==> src/rtl/bram_port_arbiter_pkg.sv <==
// Shared types for the two-port BRAM arbiter.
//   state_t  : controller state (INIT = clearing memory, RUN = serving requests)
//   req_id_t : identifies requester A or B, used for last-grant and response routing
package bram_port_arbiter_pkg;

  typedef enum logic {
    INIT = 1'b0,
    RUN  = 1'b1
  } state_t;

  typedef enum logic {
    REQ_A = 1'b0,
    REQ_B = 1'b1
  } req_id_t;

  // Bit positions inside the one-hot grant vector.
  localparam int GRANT_A_BIT = 0;
  localparam int GRANT_B_BIT = 1;

endpackage

==> src/rtl/bram_port_arbiter_rr_arbiter2.sv <==
// Two-requester round-robin arbiter, purely combinational.
// Ports:
//   req_a, req_b : request lines
//   last_grant   : requester that won the most recent accepted transfer
//   grant        : one-hot grant, bit GRANT_A_BIT = A, bit GRANT_B_BIT = B
module rr_arbiter2
  import bram_port_arbiter_pkg::*;
(
  input  logic       req_a,
  input  logic       req_b,
  input  req_id_t    last_grant,
  output logic [1:0] grant
);

  always_comb begin
    grant = '0;
    if (req_a && req_b) begin
      // On contention the side that did not win last time goes first.
      if (last_grant == REQ_B) begin
        grant[GRANT_A_BIT] = 1'b1;
      end else begin
        grant[GRANT_B_BIT] = 1'b1;
      end
    end else if (req_a) begin
      grant[GRANT_A_BIT] = 1'b1;
    end else if (req_b) begin
      grant[GRANT_B_BIT] = 1'b1;
    end
  end

endmodule

==> src/rtl/bram_port_arbiter.sv <==
// Shares one single-port BRAM between two requesters (A and B).
// After reset the whole memory is cleared to zero (INIT), then requests are
// arbitrated round-robin (RUN). Reads return one cycle after acceptance.
// Ports:
//   clk, reset                 : clock, asynchronous active-high reset
//   {a,b}_req_valid/ready      : request handshake (ready = grant)
//   {a,b}_req_we/addr/wdata    : request command, address, write data
//   {a,b}_rsp_valid/data       : one-cycle read response per requester
//   mem_wr_en/rd_en/addr/din   : strobes and command to the BRAM
//   mem_dout                   : BRAM registered read data
//   init_done                  : high once the clear sweep has finished
module bram_port_arbiter
  import bram_port_arbiter_pkg::*;
#(
  parameter int RAM_WIDTH = 8,
  parameter int RAM_DEPTH = 1024,
  localparam int ADDR_W = $clog2(RAM_DEPTH)
) (
  input  logic                 clk,
  input  logic                 reset,
  input  logic                 a_req_valid,
  output logic                 a_req_ready,
  input  logic                 a_req_we,
  input  logic [ADDR_W-1:0]    a_req_addr,
  input  logic [RAM_WIDTH-1:0] a_req_wdata,
  output logic                 a_rsp_valid,
  output logic [RAM_WIDTH-1:0] a_rsp_data,
  input  logic                 b_req_valid,
  output logic                 b_req_ready,
  input  logic                 b_req_we,
  input  logic [ADDR_W-1:0]    b_req_addr,
  input  logic [RAM_WIDTH-1:0] b_req_wdata,
  output logic                 b_rsp_valid,
  output logic [RAM_WIDTH-1:0] b_rsp_data,
  output logic                 mem_wr_en,
  output logic                 mem_rd_en,
  output logic [ADDR_W-1:0]    mem_addr,
  output logic [RAM_WIDTH-1:0] mem_din,
  input  logic [RAM_WIDTH-1:0] mem_dout,
  output logic                 init_done
);

  localparam logic [ADDR_W-1:0] LAST_ADDR = ADDR_W'(RAM_DEPTH - 1);

  state_t            state_q, state_d;
  logic [ADDR_W-1:0] init_cnt_q, init_cnt_d;
  req_id_t           last_grant_q, last_grant_d;
  logic              rsp_valid_q, rsp_valid_d;
  req_id_t           rsp_owner_q, rsp_owner_d;

  logic [1:0] grant;
  logic       run;

  assign run = (state_q == RUN);

  // Requests are masked outside RUN so no grant can leak during the clear sweep.
  rr_arbiter2 u_arb (
    .req_a      (a_req_valid && run),
    .req_b      (b_req_valid && run),
    .last_grant (last_grant_q),
    .grant      (grant)
  );

  always_ff @(posedge clk or posedge reset) begin
    if (reset) begin
      state_q      <= INIT;
      init_cnt_q   <= '0;
      last_grant_q <= REQ_B;
      rsp_valid_q  <= 1'b0;
      rsp_owner_q  <= REQ_A;
    end else begin
      state_q      <= state_d;
      init_cnt_q   <= init_cnt_d;
      last_grant_q <= last_grant_d;
      rsp_valid_q  <= rsp_valid_d;
      rsp_owner_q  <= rsp_owner_d;
    end
  end

  always_comb begin
    state_d      = state_q;
    init_cnt_d   = init_cnt_q;
    last_grant_d = last_grant_q;
    rsp_valid_d  = 1'b0;
    rsp_owner_d  = rsp_owner_q;
    a_req_ready  = 1'b0;
    b_req_ready  = 1'b0;
    mem_wr_en    = 1'b0;
    mem_rd_en    = 1'b0;
    mem_addr     = '0;
    mem_din      = '0;
    init_done    = 1'b0;

    unique case (state_q)
      INIT: begin
        mem_wr_en  = 1'b1;
        mem_addr   = init_cnt_q;
        init_cnt_d = init_cnt_q + ADDR_W'(1);
        if (init_cnt_q == LAST_ADDR) begin
          state_d    = RUN;
          init_cnt_d = '0;
        end
      end
      RUN: begin
        init_done   = 1'b1;
        a_req_ready = grant[GRANT_A_BIT];
        b_req_ready = grant[GRANT_B_BIT];
        if (grant[GRANT_B_BIT]) begin
          last_grant_d = REQ_B;
          mem_addr     = b_req_addr;
          mem_din      = b_req_wdata;
          mem_wr_en    = b_req_we;
          mem_rd_en    = !b_req_we;
          rsp_valid_d  = !b_req_we;
          rsp_owner_d  = REQ_B;
        end else if (grant[GRANT_A_BIT]) begin
          last_grant_d = REQ_A;
          mem_addr     = a_req_addr;
          mem_din      = a_req_wdata;
          mem_wr_en    = a_req_we;
          mem_rd_en    = !a_req_we;
          rsp_valid_d  = !a_req_we;
          rsp_owner_d  = REQ_A;
        end
      end
      default: ;
    endcase
  end

  // The BRAM output register already aligns with the one-cycle response slot,
  // so data is passed straight through and only the valid is steered.
  assign a_rsp_valid = rsp_valid_q && (rsp_owner_q == REQ_A);
  assign b_rsp_valid = rsp_valid_q && (rsp_owner_q == REQ_B);
  assign a_rsp_data  = mem_dout;
  assign b_rsp_data  = mem_dout;

endmodule

==> config.mk <==
export PLATFORM = sky130hd
export DESIGN_NAME = bram_port_arbiter
export DESIGN_NICKNAME = d
export VERILOG_FILES = /design/src/rtl/bram_port_arbiter_pkg.sv /design/src/rtl/bram_port_arbiter_rr_arbiter2.sv /design/src/rtl/bram_port_arbiter.sv
export SDC_FILE = /design/constraint.sdc
export NUM_CORES = 1
export LEC_CHECK = 0
export ABC_AREA = 1
export CORE_MARGIN = 2
export CORE_UTILIZATION = 34
export CTS_BUF_LIST = sky130_fd_sc_hd__clkbuf_16
export CTS_CLUSTER_DIAMETER = 100
export DETAILED_ROUTE_END_ITERATION = 8
export GPL_ROUTABILITY_DRIVEN = 0
export GPL_TIMING_DRIVEN = 0
export PLACE_DENSITY_LB_ADDON = 0.08
export SLEW_MARGIN = 20
export SYNTH_ARGS = -nofsm -noshare
export SYNTH_HDL_FRONTEND = slang
export SYNTH_SLANG_ARGS = --single-unit
==> constraint.sdc <==
create_clock -name clk -period 1.6 [get_ports clk]
set_clock_uncertainty 0.2 [all_clocks]
set_input_delay 0.32 -clock clk [delete_from_list [all_inputs] [get_ports clk]]
set_output_delay 0.32 -clock clk [all_outputs]
set_load 0.1 [all_outputs]
# Yosys cells after proc, flatten, opt, wreduce, memory -nomap -nowiden
# Cells that the tools add are included.
# W data, S select, Z words.
[op_classes] addsub=1 eq_ne=1 n_mux=26 bitwise_logic=2 n_reduce_logical=9
[op_table] cell="$mux W10" count=3
[op_table] cell="$mux W8" count=3
[op_table] cell="$pmux W10 S2" count=1
[op_table] cell="$mux W1" count=17
[op_table] cell="$add A10 B1 Y10 const B" count=1
[op_table] cell="$eq A10 B10 Y1 const B" count=1
[op_table] cell="$logic_and A1 B1 Y1" count=5
[op_table] cell="$logic_not A1 Y1" count=2
[op_table] cell="$mux W2" count=1
[op_table] cell="$not A1 Y1" count=2
[op_table] cell="$pmux W1 S2" count=1
[op_table] cell="$reduce_and A2 Y1" count=1
[op_table] cell="$reduce_bool A2 Y1" count=1
[totals] regBits=14 input_bits=50 output_inout_bits=41 elab_cells=44

# Depth between registers and ports, before layout
[logic_depth] ltp_word=7 ltp_mapped=8 mapped_depth_nobuf=7

# Cells and area by module
# A second synthesis with hierarchy kept.
[unflattened] cells_unflattened=171 area_unflattened_um2=1203.7
[by_module_without_submodules] mod="bram_port_arbiter" n_inst=1 cells_each=166 area_each_um2=1182.4 seq_area_each_um2=351.6
[by_module_without_submodules] mod="rr_arbiter2" n_inst=1 cells_each=5 area_each_um2=21.3 seq_area_each_um2=0.0

# Worst setup path before layout
# Ideal clock, no wire load.
[synth_timing] kind="register -> output" from="reg state_q, in the netlist run" to="out mem_rd_en" arrival_ns=3.003 required_time_ns=1.080 slack_ns=-1.923 stages_incl_launch_ff=6 path_buffers=2 path_cell_list="dfrtp_1 > buf_6 > nand3_2 > inv_1 > buf_4 > a21oi_1"
[synth_between] elab_chain_cells=6 word_cells_on_any_way=10 classes_between="mux (7); reduce/logical (3)"
[synth_rtl] item="start: declaration" line="bram_port_arbiter.sv:45" rtl="state_t state_q, state_d;"
[synth_rtl] item="start signal: assignment" line="bram_port_arbiter.sv:72" rtl="state_q <= state_d;"
[synth_rtl] item="$logic_and A1 B1 Y1 (on tied branches)" line="bram_port_arbiter.sv:58, bram_port_arbiter.sv:59"
[synth_rtl] item="$mux W1, or another cell as far along" line="bram_port_arbiter_rr_arbiter2.sv:24" rtl="end else if (req_a) begin"
[synth_rtl] item="$mux W2 / $mux W1 (equally long branches)" line="bram_port_arbiter_rr_arbiter2.sv:17, bram_port_arbiter_rr_arbiter2.sv:24"
[synth_rtl] item="$mux W1 / $mux W2 (equally long branches)" line="bram_port_arbiter.sv:116, bram_port_arbiter_rr_arbiter2.sv:17"
[synth_rtl] item="$mux W1" line="bram_port_arbiter.sv:108" rtl="if (grant[GRANT_B_BIT]) begin"
[synth_rtl] item="$mux W1 (*)" line="bram_port_arbiter.sv:94" rtl="unique case (state_q)"
[synth_rtl] item="end: declaration" line="bram_port_arbiter.sv:36" rtl="output logic mem_rd_en,"
# Mark *: on every way between the ends. The rest lies on a longest branch, timed or not.

# Worst setup path in the final report
[layout_timing] from="reg last_grant_q" to="out mem_addr[2]"
[layout_between] elab_chain_cells=5 word_cells_on_any_way=6 classes_between="mux (6)"
[layout_rtl] item="start: declaration" line="bram_port_arbiter.sv:47" rtl="req_id_t last_grant_q, last_grant_d;"
[layout_rtl] item="start signal: assignment" line="bram_port_arbiter.sv:74" rtl="last_grant_q <= last_grant_d;"
[layout_rtl] item="$mux W1" line="bram_port_arbiter_rr_arbiter2.sv:19" rtl="if (last_grant == REQ_B) begin"
[layout_rtl] item="$mux W2 (*)" line="bram_port_arbiter_rr_arbiter2.sv:17" rtl="if (req_a && req_b) begin"
[layout_rtl] item="$mux W10" line="bram_port_arbiter.sv:116" rtl="end else if (grant[GRANT_A_BIT]) begin"
[layout_rtl] item="$mux W10 (*)" line="bram_port_arbiter.sv:108"
[layout_rtl] item="$pmux W10 S2 (*)" line="bram_port_arbiter.sv:94"
[layout_rtl] item="end: declaration" line="bram_port_arbiter.sv:37" rtl="output logic [ADDR_W-1:0] mem_addr,"
# Marked as above.

==> flow_metrics.py <==
metrics = {
    "yosys": {
        "synth-seq-cells": 14,
        "yosysSeqAreaShare_pct": 29.9,
        "synthXorXnorAreaFrac_pct": 3.72,
        "synthArstFlopShare_pct": 100,
        "synth_edf_count": 0,
        "synth_top_family_by_area": "simple AND/OR/NAND/NOR gates",
        "post_synth_num_cell_types": 28,
        "synthesis.nets": 208,
        "synthSimpleGateAreaFrac_pct": 32.6,
        "netlist_instances": 157,
        "synthFlopType": "dfrtp_1",
        "synth_area_sq_um": 1180,
        "synth_compound_area_share_pct": 12.4,
        "avgSynthCellArea_sq_um": 7.50,
        "synth_warnings": 0,
        "synthAdderAreaFrac_pct": 1.06,
        "muxShareOfSynthArea_pct": 0,
    },
    "cells_and_area": {
        "layout.nets": 311,
        "drive_above_1_share_pct": 50.6,
        "post-route-util_pct": 84.1,
        "syn_to_final_growth_pct": 138,
        "fillers": 179,
        "insertedDiodeCount": 0,
        "design_area_sq_um": 2810,
        "final_cells": 305,
    },
    "clocking": {
        "htree_levels": 1,
        "ctsLongestPathBuffers": 2,
        "clock_latency_ns": 0.24,
        "numCtsBuffers": 3,
        "cts_tree": "built",
        "clock-sinks": 14,
        "clk_pin_slew_ns": 0.05,
        "root_buffer": "clkbuf_16",
    },
    "timing": {
        "drv_slew": 0,
        "worst_slack_ns": -0.596,
        "period_share_pct": 137,
        "hold_violations": 0,
        "fmax_mhz": 455,
        "period_minus_slack_ns": 2.20,
        "finalSetupViolCount": 23,
        "rsz0062_at_grt": "true",
        "worstMarginPinSlew_ns": 0.559,
        "slew_headroom_pct": 62.9,
    },
    "place": {
        "hpwlAfterDp_mm": 3.12,
        "portBuffers": 82,
        "placed_area_sq_um": 2330,
        "dp_cells": 285,
    },
    "power_and_ir_drop": {
        "cellLeakagePower_uw": 0.00133,
        "ir_drop_mv": 0.609,
        "pwr_density_cell_nw_per_um2": 419,
    },
    "drt": {
        "avgViaCountPerCell": 4.87,
        "drtIter0Drc": 71,
        "ant_nets": 0,
        "wl_mm": 5.03,
        "drc": 0,
        "vias": 1485,
        "wl_per_cell_um": 16.5,
        "dr.pass1.iters": 4,
    },
    "job": {
        "cap_violations": 0,
    },
    "critical_path": {
        "critical_path_required_ns": 1.08,
        "cp-start-kind": "flop",
        "worstReg2RegEnd": "rsp_owner_q",
        "critPathMaxStageDelay_ns": 0.55,
        "crit_path_top_delay_cell": "dfstp_2",
        "worstPathCellList": "inv_2 > a21oi_4 > buf_4 > clkbuf_16 > nand2_4 > nand3_4 > buf_12",
        "reg2regPathDepth": 6,
        "critPathMaxFanout": 6,
        "r2r_start": "last_grant_q",
        "arrival_ns": 1.68,
        "r2r_setup_slack_ns": -0.03,
        "endpoint_kind": "primary output",
        "critical_path_class": "flop to primary output",
    },
    "status": {
        "outcome": "complete, but fails checks",
        "violations": "setup timing",
    },
    "global_routing": {
        "grt_pass1_vias": 1500,
        "gr-total-overflow": 0,
        "antenna_found_initial": 0,
        "grt_usage_pct": 22.6,
        "grt_first_pass_wirelength_mm": 7.12,
        "grt_max_degree": 15,
    },
    "floorplanning": {
        "die_y_um": 62.8,
        "ioPinCount": 91,
        "die_w_um": 62.8,
        "initial_core_util_pct": 35.3,
        "rows": 21,
        "design.die.area_sq_um": 3950,
        "core_area_sq_um": 3340,
    },
    "worst_hold_path": {
        "worst_hold_path_type": "input pin to async pin",
    },
}
## cells in the final DEF (no fill, tap or decap), types with 3 or more instances in the layout
cell type / count
nand3_1: 8
buf_6: 8
nor2_1: 9
nand2_1: 29
clkbuf_16: 5
nand2_4: 7
clkdlybuf4s50_1: 39
buf_4: 30
buf_12: 18
xnor2_1: 3
dfrtp_1: 12
nand2_2: 11
buf_8: 5
o211ai_1: 3
a22o_4: 8
nor2_4: 3
nand3_4: 8
inv_1: 12
clkdlybuf4s15_2: 16
o21ai_1: 4
## synth_stat cells (all sizes together), types with 2 or more instances
master	number	area (sq um)
nand4	2	12.5
nor2	13	66.3
o21ai	5	25.0
xnor2	3	26.3
dfrtp	13	325
a21oi	2	21.3
o211ai	3	22.5
nand3	17	90.1
inv	15	61.3
a22o	8	77.6
xor2	2	17.5
buf	22	178
nand2	48	190
## where the power goes
group	switching (uW)	internal (uW)	total, uW
sequential	0	355	355
clock	138	330	468
combinational	214	139	353
total	352	824	1180
## kinds of logic (layout without fill, tap and decap cells)
kind of cell / after synthesis / after routing
and+or+nand+nor: 82 / 82
buffers and inverters: 37 / 139
AOI/OAI and AO/OA: 18 / 18
DFF: 14 / 14
xor gates and xnor gates: 5 / 5
adders and majority gates: 1 / 1
## cell type report
| cell class | instances | area (sq um) | share of cell area [%] |
|---|---|---|---|
| inverter | 15 | 66.3 | 2.36 |
| tap | 46 | 57.6 | 2.05 |
| timing repair buffer | 98 | 1170 | 41.7 |
| multi-input combinational | 106 | 858 | 30.6 |
| clock buffer | 3 | 75.1 | 2.68 |
| sequential | 14 | 355 | 12.7 |
| buffer | 22 | 219 | 7.81 |
| clock inverter | 1 | 3.75 | 0.134 |
## worst max path at each step
stage             endpoint         start  depth (start not counted)
2_1_floorplan  mem_addr[0]           run                          2
3_3_place_gp   mem_addr[0]   b_req_valid                          7
3_5_place_dp   mem_addr[0]   b_req_valid                          7
4_1_cts        mem_addr[1]  last_grant_q                          6
5_1_grt        mem_addr[2]           run                          8
6_report       mem_addr[2]  last_grant_q                          7
## what timing repair did
item	CTS	global route
pin swaps	5	2
setup endpoints to repair	41	26
setup buffers	8	5
gates cloned	1	2
resized for setup	264	10
hold buffers	0	0
## flip-flops by register name (all words and copies together) (netlist names)
signal	flops
rsp_valid_q	1
init_cnt_q	10
rsp_owner_q	1
run	1
last_grant_q	1
## critical path, delay by kind of cell (launching register included)
kind / cells / cell delay (ns)
AND/OR/NAND/NOR: 2 / 0.11
AO/OA/AOI/OAI: 1 / 0.22
flip-flops: 1 / 0.55
buffers and inverters: 4 / 0.53
## metal layers
layer	GRT usage (%)	part of all wire, %
met5	0	0
met3	4.86	5.4
met2	44.4	57
met1	25.5	37
met4	2.22	1.4
## stage by stage
stage	hold WS, ns	setup WS (ns)	power, uW	TNS [ns]
finish	0.230	-0.596	1180	-11.82
CTS	0.242	-0.579	1180	-10.98
floorplan	0.00852	-1.20	556	-13.36
detailed placement	0.293	-1.59	715	-41.93
global placement	0.278	-1.56	710	-41.17
global route	0.289	-0.638	1210	-12.87
(Power assumes the default switching activity.)
